===== src/rtl/cylon_gen_if.sv =====
`default_nettype none
// ============================================================================
//  Module      : cylon_gen_if
//  Description : Control / pattern bundle for the cylon_gen LED pattern
//                generator.
//                  rate  - prescaler increment minus one (larger = faster)
//                  mode  - 0=CYLON1, 1=CYLON2, 2=WALK, 3=BLINK
//                  pause - freezes the prescaler and stops steps
//                  q     - registered LED pattern
//                  step  - one-cycle strobe on the first cycle of a new q
//                master : drives rate/mode/pause, observes q/step
//                slave  : the generator itself
//  Revision    : 1.0 - initial release
// ============================================================================
interface cylon_gen_if #(
    parameter int WIDTH  = 8,
    parameter int RATE_W = 2
);
    logic [RATE_W-1:0] rate;
    logic [1:0]        mode;
    logic              pause;
    logic [WIDTH-1:0]  q;
    logic              step;

    modport master (
        output rate,
        output mode,
        output pause,
        input  q,
        input  step
    );

    modport slave (
        input  rate,
        input  mode,
        input  pause,
        output q,
        output step
    );
endinterface
`default_nettype wire


===== src/rtl/cylon_gen.sv =====
`default_nettype none
// ============================================================================
//  Module      : cylon_gen
//  Description : Parametrised LED pattern generator. A programmable prescaler
//                produces step ticks; each tick advances a position/direction
//                state (bounce, converging bounce, walk) or toggles a blink
//                phase. The state is decoded into a registered WIDTH-bit
//                pattern, and a strobe marks the first cycle of each new one.
//  Ports       : clock - system clock
//                reset - asynchronous active-high reset
//                bus   - cylon_gen_if.slave (rate, mode, pause in; q, step out)
//  Revision    : 1.0 - initial release
// ============================================================================
module cylon_gen #(
    parameter int WIDTH  = 8,
    parameter int MXPRE  = 21,
    parameter int RATE_W = 2
) (
    input  wire logic   clock,
    input  wire logic   reset,
    cylon_gen_if.slave  bus
);

    localparam int PW = (WIDTH > 1) ? $clog2(WIDTH) : 1;
    localparam int SW = MXPRE + 1;

    localparam logic [PW-1:0] c_POS_MAX = PW'(WIDTH - 1);
    localparam logic [PW-1:0] c_POS_ONE = PW'(1);

    localparam logic [1:0] c_MODE_CYLON1 = 2'd0;
    localparam logic [1:0] c_MODE_CYLON2 = 2'd1;
    localparam logic [1:0] c_MODE_WALK   = 2'd2;
    localparam logic [1:0] c_MODE_BLINK  = 2'd3;

    localparam logic c_DIR_UP = 1'b0;
    localparam logic c_DIR_DN = 1'b1;

    // State
    logic [MXPRE-1:0] r_pre;
    logic [PW-1:0]    r_pos;
    logic             r_dir;
    logic             r_phase;
    logic [1:0]       r_mode;
    logic             r_tick_d;
    logic [WIDTH-1:0] r_q;
    logic             r_step;

    // Next-state / decode
    logic [SW-1:0]    w_sum;
    logic             w_mode_chg;
    logic             w_tick;
    logic [MXPRE-1:0] w_pre_nxt;
    logic [PW-1:0]    w_pos_nxt;
    logic             w_dir_nxt;
    logic             w_phase_nxt;
    logic [WIDTH-1:0] w_eye;
    logic [WIDTH-1:0] w_mirror;
    logic [WIDTH-1:0] w_pattern;

    // Tick is the carry out of the prescaler accumulator.
    assign w_sum      = {1'b0, r_pre} + SW'(bus.rate) + SW'(1);
    assign w_mode_chg = (bus.mode != r_mode);
    // A mode change restarts everything and swallows any coincident tick.
    assign w_tick     = w_sum[MXPRE] & ~bus.pause & ~w_mode_chg;

    // ---------------------------------------------------------------- state
    always_ff @(posedge clock or posedge reset) begin
        if (reset) begin
            r_pre    <= '0;
            r_pos    <= '0;
            r_dir    <= c_DIR_UP;
            r_phase  <= 1'b0;
            r_mode   <= c_MODE_CYLON1;
            r_tick_d <= 1'b0;
            r_q      <= '0;
            r_step   <= 1'b0;
        end else begin
            r_pre    <= w_pre_nxt;
            r_pos    <= w_pos_nxt;
            r_dir    <= w_dir_nxt;
            r_phase  <= w_phase_nxt;
            r_mode   <= bus.mode;
            r_tick_d <= w_tick;
            r_q      <= w_pattern;
            // q lags state by one clock, so the strobe lags the tick by two.
            r_step   <= r_tick_d;
        end
    end

    // ----------------------------------------------------------- next state
    always_comb begin
        w_pre_nxt   = r_pre;
        w_pos_nxt   = r_pos;
        w_dir_nxt   = r_dir;
        w_phase_nxt = r_phase;
        if (w_mode_chg) begin
            w_pre_nxt   = '0;
            w_pos_nxt   = '0;
            w_dir_nxt   = c_DIR_UP;
            w_phase_nxt = 1'b0;
        end else if (!bus.pause) begin
            w_pre_nxt = w_sum[MXPRE-1:0];
            if (w_tick) begin
                case (r_mode)
                    c_MODE_CYLON1, c_MODE_CYLON2: begin
                        if (r_dir == c_DIR_UP) begin
                            if (r_pos == c_POS_MAX) begin
                                w_dir_nxt = c_DIR_DN;
                                w_pos_nxt = c_POS_MAX - c_POS_ONE;
                            end else begin
                                w_pos_nxt = r_pos + c_POS_ONE;
                            end
                        end else begin
                            if (r_pos == '0) begin
                                w_dir_nxt = c_DIR_UP;
                                w_pos_nxt = c_POS_ONE;
                            end else begin
                                w_pos_nxt = r_pos - c_POS_ONE;
                            end
                        end
                    end
                    c_MODE_WALK: begin
                        w_dir_nxt = c_DIR_UP;
                        w_pos_nxt = (r_pos == c_POS_MAX) ? '0 : (r_pos + c_POS_ONE);
                    end
                    default: begin
                        w_phase_nxt = ~r_phase;
                    end
                endcase
            end
        end
    end

    // --------------------------------------------------------------- decode
    assign w_eye    = WIDTH'(1) << r_pos;
    assign w_mirror = WIDTH'(1) << (c_POS_MAX - r_pos);

    always_comb begin
        w_pattern = w_eye;
        case (r_mode)
            c_MODE_CYLON2: w_pattern = w_eye | w_mirror;
            c_MODE_BLINK:  w_pattern = {WIDTH{r_phase}};
            default:       w_pattern = w_eye;
        endcase
    end

    assign bus.q    = r_q;
    assign bus.step = r_step;

endmodule
`default_nettype wire

===== src/flat_wrapper.sv =====
// flat-port wrapper written by rule: the top's interface ports become plain ports
module cylon_gen_flat 
#(
    parameter int WIDTH  = 8,
    parameter int MXPRE  = 21,
    parameter int RATE_W = 2
)
  (clock, reset, bus_rate, bus_mode, bus_pause, bus_q, bus_step);
  cylon_gen_if #(.WIDTH(WIDTH), .RATE_W(RATE_W)) bus_i ();
  input  wire logic clock;
  input  wire logic reset;
  input wire logic [$bits(bus_i.rate)-1:0] bus_rate;
  input wire logic [$bits(bus_i.mode)-1:0] bus_mode;
  input wire logic [$bits(bus_i.pause)-1:0] bus_pause;
  output wire logic [$bits(bus_i.q)-1:0] bus_q;
  output wire logic [$bits(bus_i.step)-1:0] bus_step;
  assign bus_i.rate = bus_rate;
  assign bus_i.mode = bus_mode;
  assign bus_i.pause = bus_pause;
  assign bus_q = bus_i.q;
  assign bus_step = bus_i.step;
  cylon_gen #(.WIDTH(WIDTH), .MXPRE(MXPRE), .RATE_W(RATE_W)) u_core (.clock(clock), .reset(reset), .bus(bus_i));
endmodule

===== config.mk =====
export PLATFORM = sky130hd
export DESIGN_NAME = cylon_gen_flat
export DESIGN_NICKNAME = d
export VERILOG_FILES = /design/src/rtl/cylon_gen_if.sv /design/src/rtl/cylon_gen.sv /design/src/flat_wrapper.sv
export SDC_FILE = /design/constraint.sdc
export NUM_CORES = 1
export LEC_CHECK = 0
export ABC_AREA = 1
export BUFFER_PORTS_ARGS = -buffer_cell sky130_fd_sc_hd__buf_2
export CAP_MARGIN = 5
export CELL_PAD_IN_SITES_DETAIL_PLACEMENT = 1
export CELL_PAD_IN_SITES_GLOBAL_PLACEMENT = 1
export CORE_MARGIN = 3
export CORE_UTILIZATION = 48
export DETAILED_ROUTE_END_ITERATION = 8
export GPL_TIMING_DRIVEN = 1
export PLACE_DENSITY = 0.84
export SLEW_MARGIN = 15
export SYNTH_ARGS = -nofsm -noshare
export SYNTH_HDL_FRONTEND = slang
export SYNTH_SLANG_ARGS = --single-unit

===== constraint.sdc =====
create_clock -name clock -period 3.1 [get_ports clock]
set_clock_uncertainty 0.15 [all_clocks]
set_input_delay 0 -clock clock [delete_from_list [all_inputs] [get_ports clock]]
set_output_delay 0 -clock clock [all_outputs]
set_load 0.03 [all_outputs]

Word level (Yosys, flattened, before mapping)

Index checks and enable logic that the tools add are counted.

Register bits: 38
Bits of input ports: 7
Output and inout port bits: 9
Logic and storage cells: 58

Add/sub/neg operators: 5
Eq/ne operators: 7
Shifts and indexed selects: 2
Mux-type cells: 22
Bitwise logic cells: 6
Reductions and logical operators: 8

Operators by type and width:

| kind                    | number |
|---|---|
| $mux W21                | 2 |
| $add A21 B2 Y22         | 1 |
| $add A22 B1 Y22 const B | 1 |
| $mux W3                 | 7 |
| $pmux W8 S2             | 1 |
| $shl A1 B3 Y8 const A   | 2 |
| $mux W1                 | 10 |
| $or A8 B8 Y8            | 1 |
| $pmux W3 S2             | 1 |
| $reduce_and A3 Y1       | 2 |
| $eq A2 B2 Y1 const B    | 2 |
| $ne A2 B1 Y1 const B    | 2 |
| $add A3 B1 Y3 const B   | 1 |
| $eq A3 B3 Y1 const B    | 1 |
| $logic_not A3 Y1        | 1 |
| $not A1 Y1              | 3 |
| $reduce_bool A3 Y1      | 1 |
| $reduce_or A3 Y1        | 1 |
| $sub A3 B1 Y3 const B   | 1 |
| $sub A3 B3 Y3 const A   | 1 |
| $and A1 B1 Y1           | 2 |
| $eq A2 B1 Y1 const B    | 1 |
| $logic_not A2 Y1        | 1 |
| $ne A2 B2 Y1            | 1 |
| 3 further kinds         | 3 |

Logic depth before layout (Yosys ltp)

Depth in word-level cells: 7
Depth in mapped cells: 11
Gate-level depth less buffers: 11

Worst setup path after synthesis

Ideal clock, no wire load.

Path kind: register to register
Start point: reg u_core.r_pre[0]
End point: reg u_core.r_pre[10]
Setup time: 0.063 ns
Arrival time: 1.598 ns
Data required time: 2.887 ns
Path slack: 1.289 ns
Stages on the path, launching flop included: 11
Buffers on the path: 0
Period minus slack after synthesis: 1.811 ns
Path through: dfrtp_1 > inv_1 > ha_1 > fa_1 > nor2_2 > nand2_1 > nor2_2 > nand2_1 > o21bai_1 > nand3_1 > inv_1

Longest elaborated chain between the ends: 4

Ends and longest elaborated chain:

| item                   | RTL line         | source |
|---|---|---|
| start, declared        | cylon_gen.sv:39  | `logic [MXPRE-1:0] r_pre;` |
| start signal, assigned | cylon_gen.sv:78  | `r_pre <= w_pre_nxt;` |
| $add A21 B2 Y22        | cylon_gen.sv:61  | `assign w_sum = {1'b0, r_pre} + SW'(bus.rate) + SW'(1);` |
| $add A22 B1 Y22        | cylon_gen.sv:61  |  |
| $mux W21               | cylon_gen.sv:101 | `end else if (!bus.pause) begin` |
| $mux W21               | cylon_gen.sv:96  | `if (w_mode_chg) begin` |

No other way between the ends. The select of a mux whose other input is x is not followed.
A chain may end at the register's enable or synchronous reset.

Worst setup path in the final report

Ends and elaborated chain as after synthesis.

==> out/qor.csv <==
stage;metric;value;unit
floorplan;FP Rows;24;
floorplan;Core Region;4414;µm²
pwr;Pint;0.8683;mW
timing;final hold vios;0;
route;vias;1890;
timing;setup TNS;0;ns
pwr;switching power;0.2430;mW
route;drt first-iter violations;102;
timing;fin crit period;2.095;ns
clock_network;H-tree Lvls;2;
floorplan;Vert. Die Dim;74.10;µm
floorplan;IO Pins;16;
synth;register bit total from synthesis;38;
outcome;status;finished clean;
cells_and_area;commonest cells after routing, fill and taps aside;nand2_1 (68), inv_1 (40), nor2_1 (38), dfrtp_1 (38), a21oi_1 (17);
min_path;Hold Startpoint;bus_rate[0];
global_routing;GR Overflow Total;0;
route;Antenna Violating Nets Remaining;0;
placement;IO buf count;15;
setup_path;Crit path arrival time;2.17;ns
floorplan;Initial Util;0.5043;
cells_and_area;Antenna Cells;0;
placement;cell count after placement;350;
global_routing;pin count of the biggest net entering global routing;39;
timing;Fmax;477.2;MHz
route;vias per cell;5.221;
clock_network;post-CTS setup buffer count;0;
timing;relative slew slack;0.6764;
pwr;Pwr Density;441.7;nW/µm²
synth;post-synthesis cell type count;26;
pwr;overall power;1.111;mW
clock_network;Inserted Clock Buffers;5;
run;max-cap violations;0;
floorplan;die footprint;5490;µm²
synth;yosys warns;0;
cells_and_area;Post-Layout Cell Count;362;
global_routing;first-pass GRT wire length;9.032;mm
setup_path;Crit. End Element;flip-flop;
timing;Tcrit/Tclk final;0.6759;
clock_network;TritonCTS clock tree;done;
route;drt first pass iters;4;
cells_and_area;most common cell after layout, fill and taps aside;nand2_1;
synth;Avg Cell Area, Syn;7.756;µm²
pwr;Clock Power Share;0.474;
pwr;leak pwr;1.202;nW
pwr;part of the power in registers;0.455;
clock_network;CTS Sinks;38;
floorplan;Die W;74.10;µm
setup_path;crit path launch type;flip-flop;
pwr;sw frac;0.2187;
global_routing;GRT Overall Usage;0.2104;
clock_network;root buffer cell;clkbuf_8;
clock_network;Reg clk slew, reported paths;0.08;ns
setup_path;WP data required;3.18;ns
cells_and_area;Util after Layout;0.5700;
pwr;Comb pwr share;0.071;
global_routing;vias in the first global route;1980;
placement;DP HPWL;3.808;mm
pwr;VDD IR max;0.0002311;V
global_routing;antenna violations before repair;0;
setup_path;reg-to-reg startpoint;u_core.r_pre[0];
route;# DRC;0;
min_path;Worst Hold Class;primary input to flip-flop;
synth;area of the mapped netlist;2226;µm²
cells_and_area;layout cells sized above 1;0.1613;
clock_network;Max Buffers Root-to-Sink;2;
placement;Final GP Congestion;0.7443;
timing;Tightest Pin Transition;0.4854;ns
route;detailed-route wire length per cell;14.58;µm
timing;Slew Limit Fails;0;
cells_and_area;nets;327;
synth;register area share after synthesis;0.4272;
setup_path;Worst Setup SP;u_core.r_pre[0];
synth;Gate Count Post-Synth;287;
synth;Syn Nets;305;
route;WL final;5.279;mm
setup_path;critical path peak fanout;4;
clock_network;Clk Latency, worst-skew pair;0.29;ns
timing;# setup viols final;0;
setup_path;Crit Path Class;flip-flop to flip-flop;
timing;RSZ-0062 raised after global routing;false;
cells_and_area;Area growth, synth to finish;13.04;%
==> synth_stat cells (all sizes together) <==
| master | number | share of area |
|---|---|---|
| nand2 | 71 | 0.12 |
| nor2 | 47 | 0.096 |
| inv | 42 | 0.071 |
| dfrtp | 38 | 0.43 |
| o21ai | 21 | 0.056 |
| a21oi | 18 | 0.046 |
| nand3 | 18 | 0.049 |
| ha | 10 | 0.056 |
| buf | 5 | 0.018 |
| nand4 | 5 | 0.014 |
| nor3 | 5 | 0.011 |
| xnor2 | 3 | 0.015 |
| clkinv | 1 | 0.0022 |
| fa | 1 | 0.0090 |
| o21bai | 1 | 0.0034 |
| o22ai | 1 | 0.0028 |
==> stage by stage <==
stage	worst slack, ns	area, µm²	hold slack, ns
after floorplan	1.289	2226	-0.1186
after global placement	1.171	2333	-0.01451
after detailed placement	1.102	2333	-0.01478
after CTS	1.002	2516	0.07928
after global routing	0.8675	2516	0.1133
final	1.005	2516	0.08075
==> worst max-delay path, cell delays in order, from the launching register on <==
cell and delay (ns):
dfrtp_1 0.35, inv_1 0.05, ha_1 0.20, fa_1 0.40, nor2_2 0.20, nand2_1 0.09
nor2_2 0.16, nand2_1 0.10, o21bai_1 0.14, nand3_1 0.10, inv_1 0.08
==> timing repair <==
item / 4_1_cts / 5_1_grt
hold endpoints to repair: 42 / 0
hold buffers: 4 / 0
gates resized for setup: 0 / 0
==> path summary, 6_finish.rpt <==
path	endpoint	slack, ns	cells after the start
setup / recovery	u_core.r_pre[10]	1.00	10
hold / removal	u_core.r_pre[0]	0.08	6
setup reg to reg	u_core.r_pre[10]	1.00	10
hold reg to reg	u_core.bus.step	0.21	0
max in group asynchronous	u_core.r_pre[9]	2.22	4
min in group asynchronous	u_core.bus.q[1]	0.24	4
==> registers in the layout, summed over array words and instances (netlist names) <==
| register | cells |
|---|---|
| u_core.r_pre | 21 |
| u_core.bus.q | 8 |
| u_core.r_pos | 3 |
| u_core.r_mode | 2 |
| u_core.bus.step | 1 |
| u_core.r_dir | 1 |
| u_core.r_phase | 1 |
| u_core.r_tick_d | 1 |
==> kinds of logic after synthesis <==
logic type,count (synthesis),synth area share
xor+xnor,3,0.01518
simple gates,146,0.2940
flops,38,0.4272
fa+ha+maj,11,0.06521
compound gates,41,0.1074
buf+inv,48,0.09106
==> power by group through the flow <==
| stage | logic, mW | clock network (mW) | registers, mW |
|---|---|---|---|
| after floorplan | 0.0566 | 0 | 0.516 |
| after global placement | 0.0740 | 0 | 0.515 |
| after detailed placement | 0.0759 | 0 | 0.515 |
| after CTS | 0.0808 | 0.534 | 0.506 |
| after global routing | 0.0887 | 0.555 | 0.507 |
| final | 0.0786 | 0.527 | 0.506 |
==> layout make-up <==
type / instances / area (µm²)
repair buffers: 20 / 122.6
well taps: 52 / 65.06
fillers: 548 / 1898
multi-input cells: 201 / 1072
clock buffers: 6 / 82.58
flip-flops and latches: 38 / 950.9
inverters: 43 / 162.7
clock inverters: 2 / 60.06
==> routing by layer <==
metal  track usage  wire (µm)  up-vias
met3       0.02838        135        7
met1        0.2739       2580      914
met5             0          0        -
li1              -          -      944
met2        0.3661       2505       25
met4       0.05634         57        0
No activity file was read; power rests on OpenSTA's default activity.
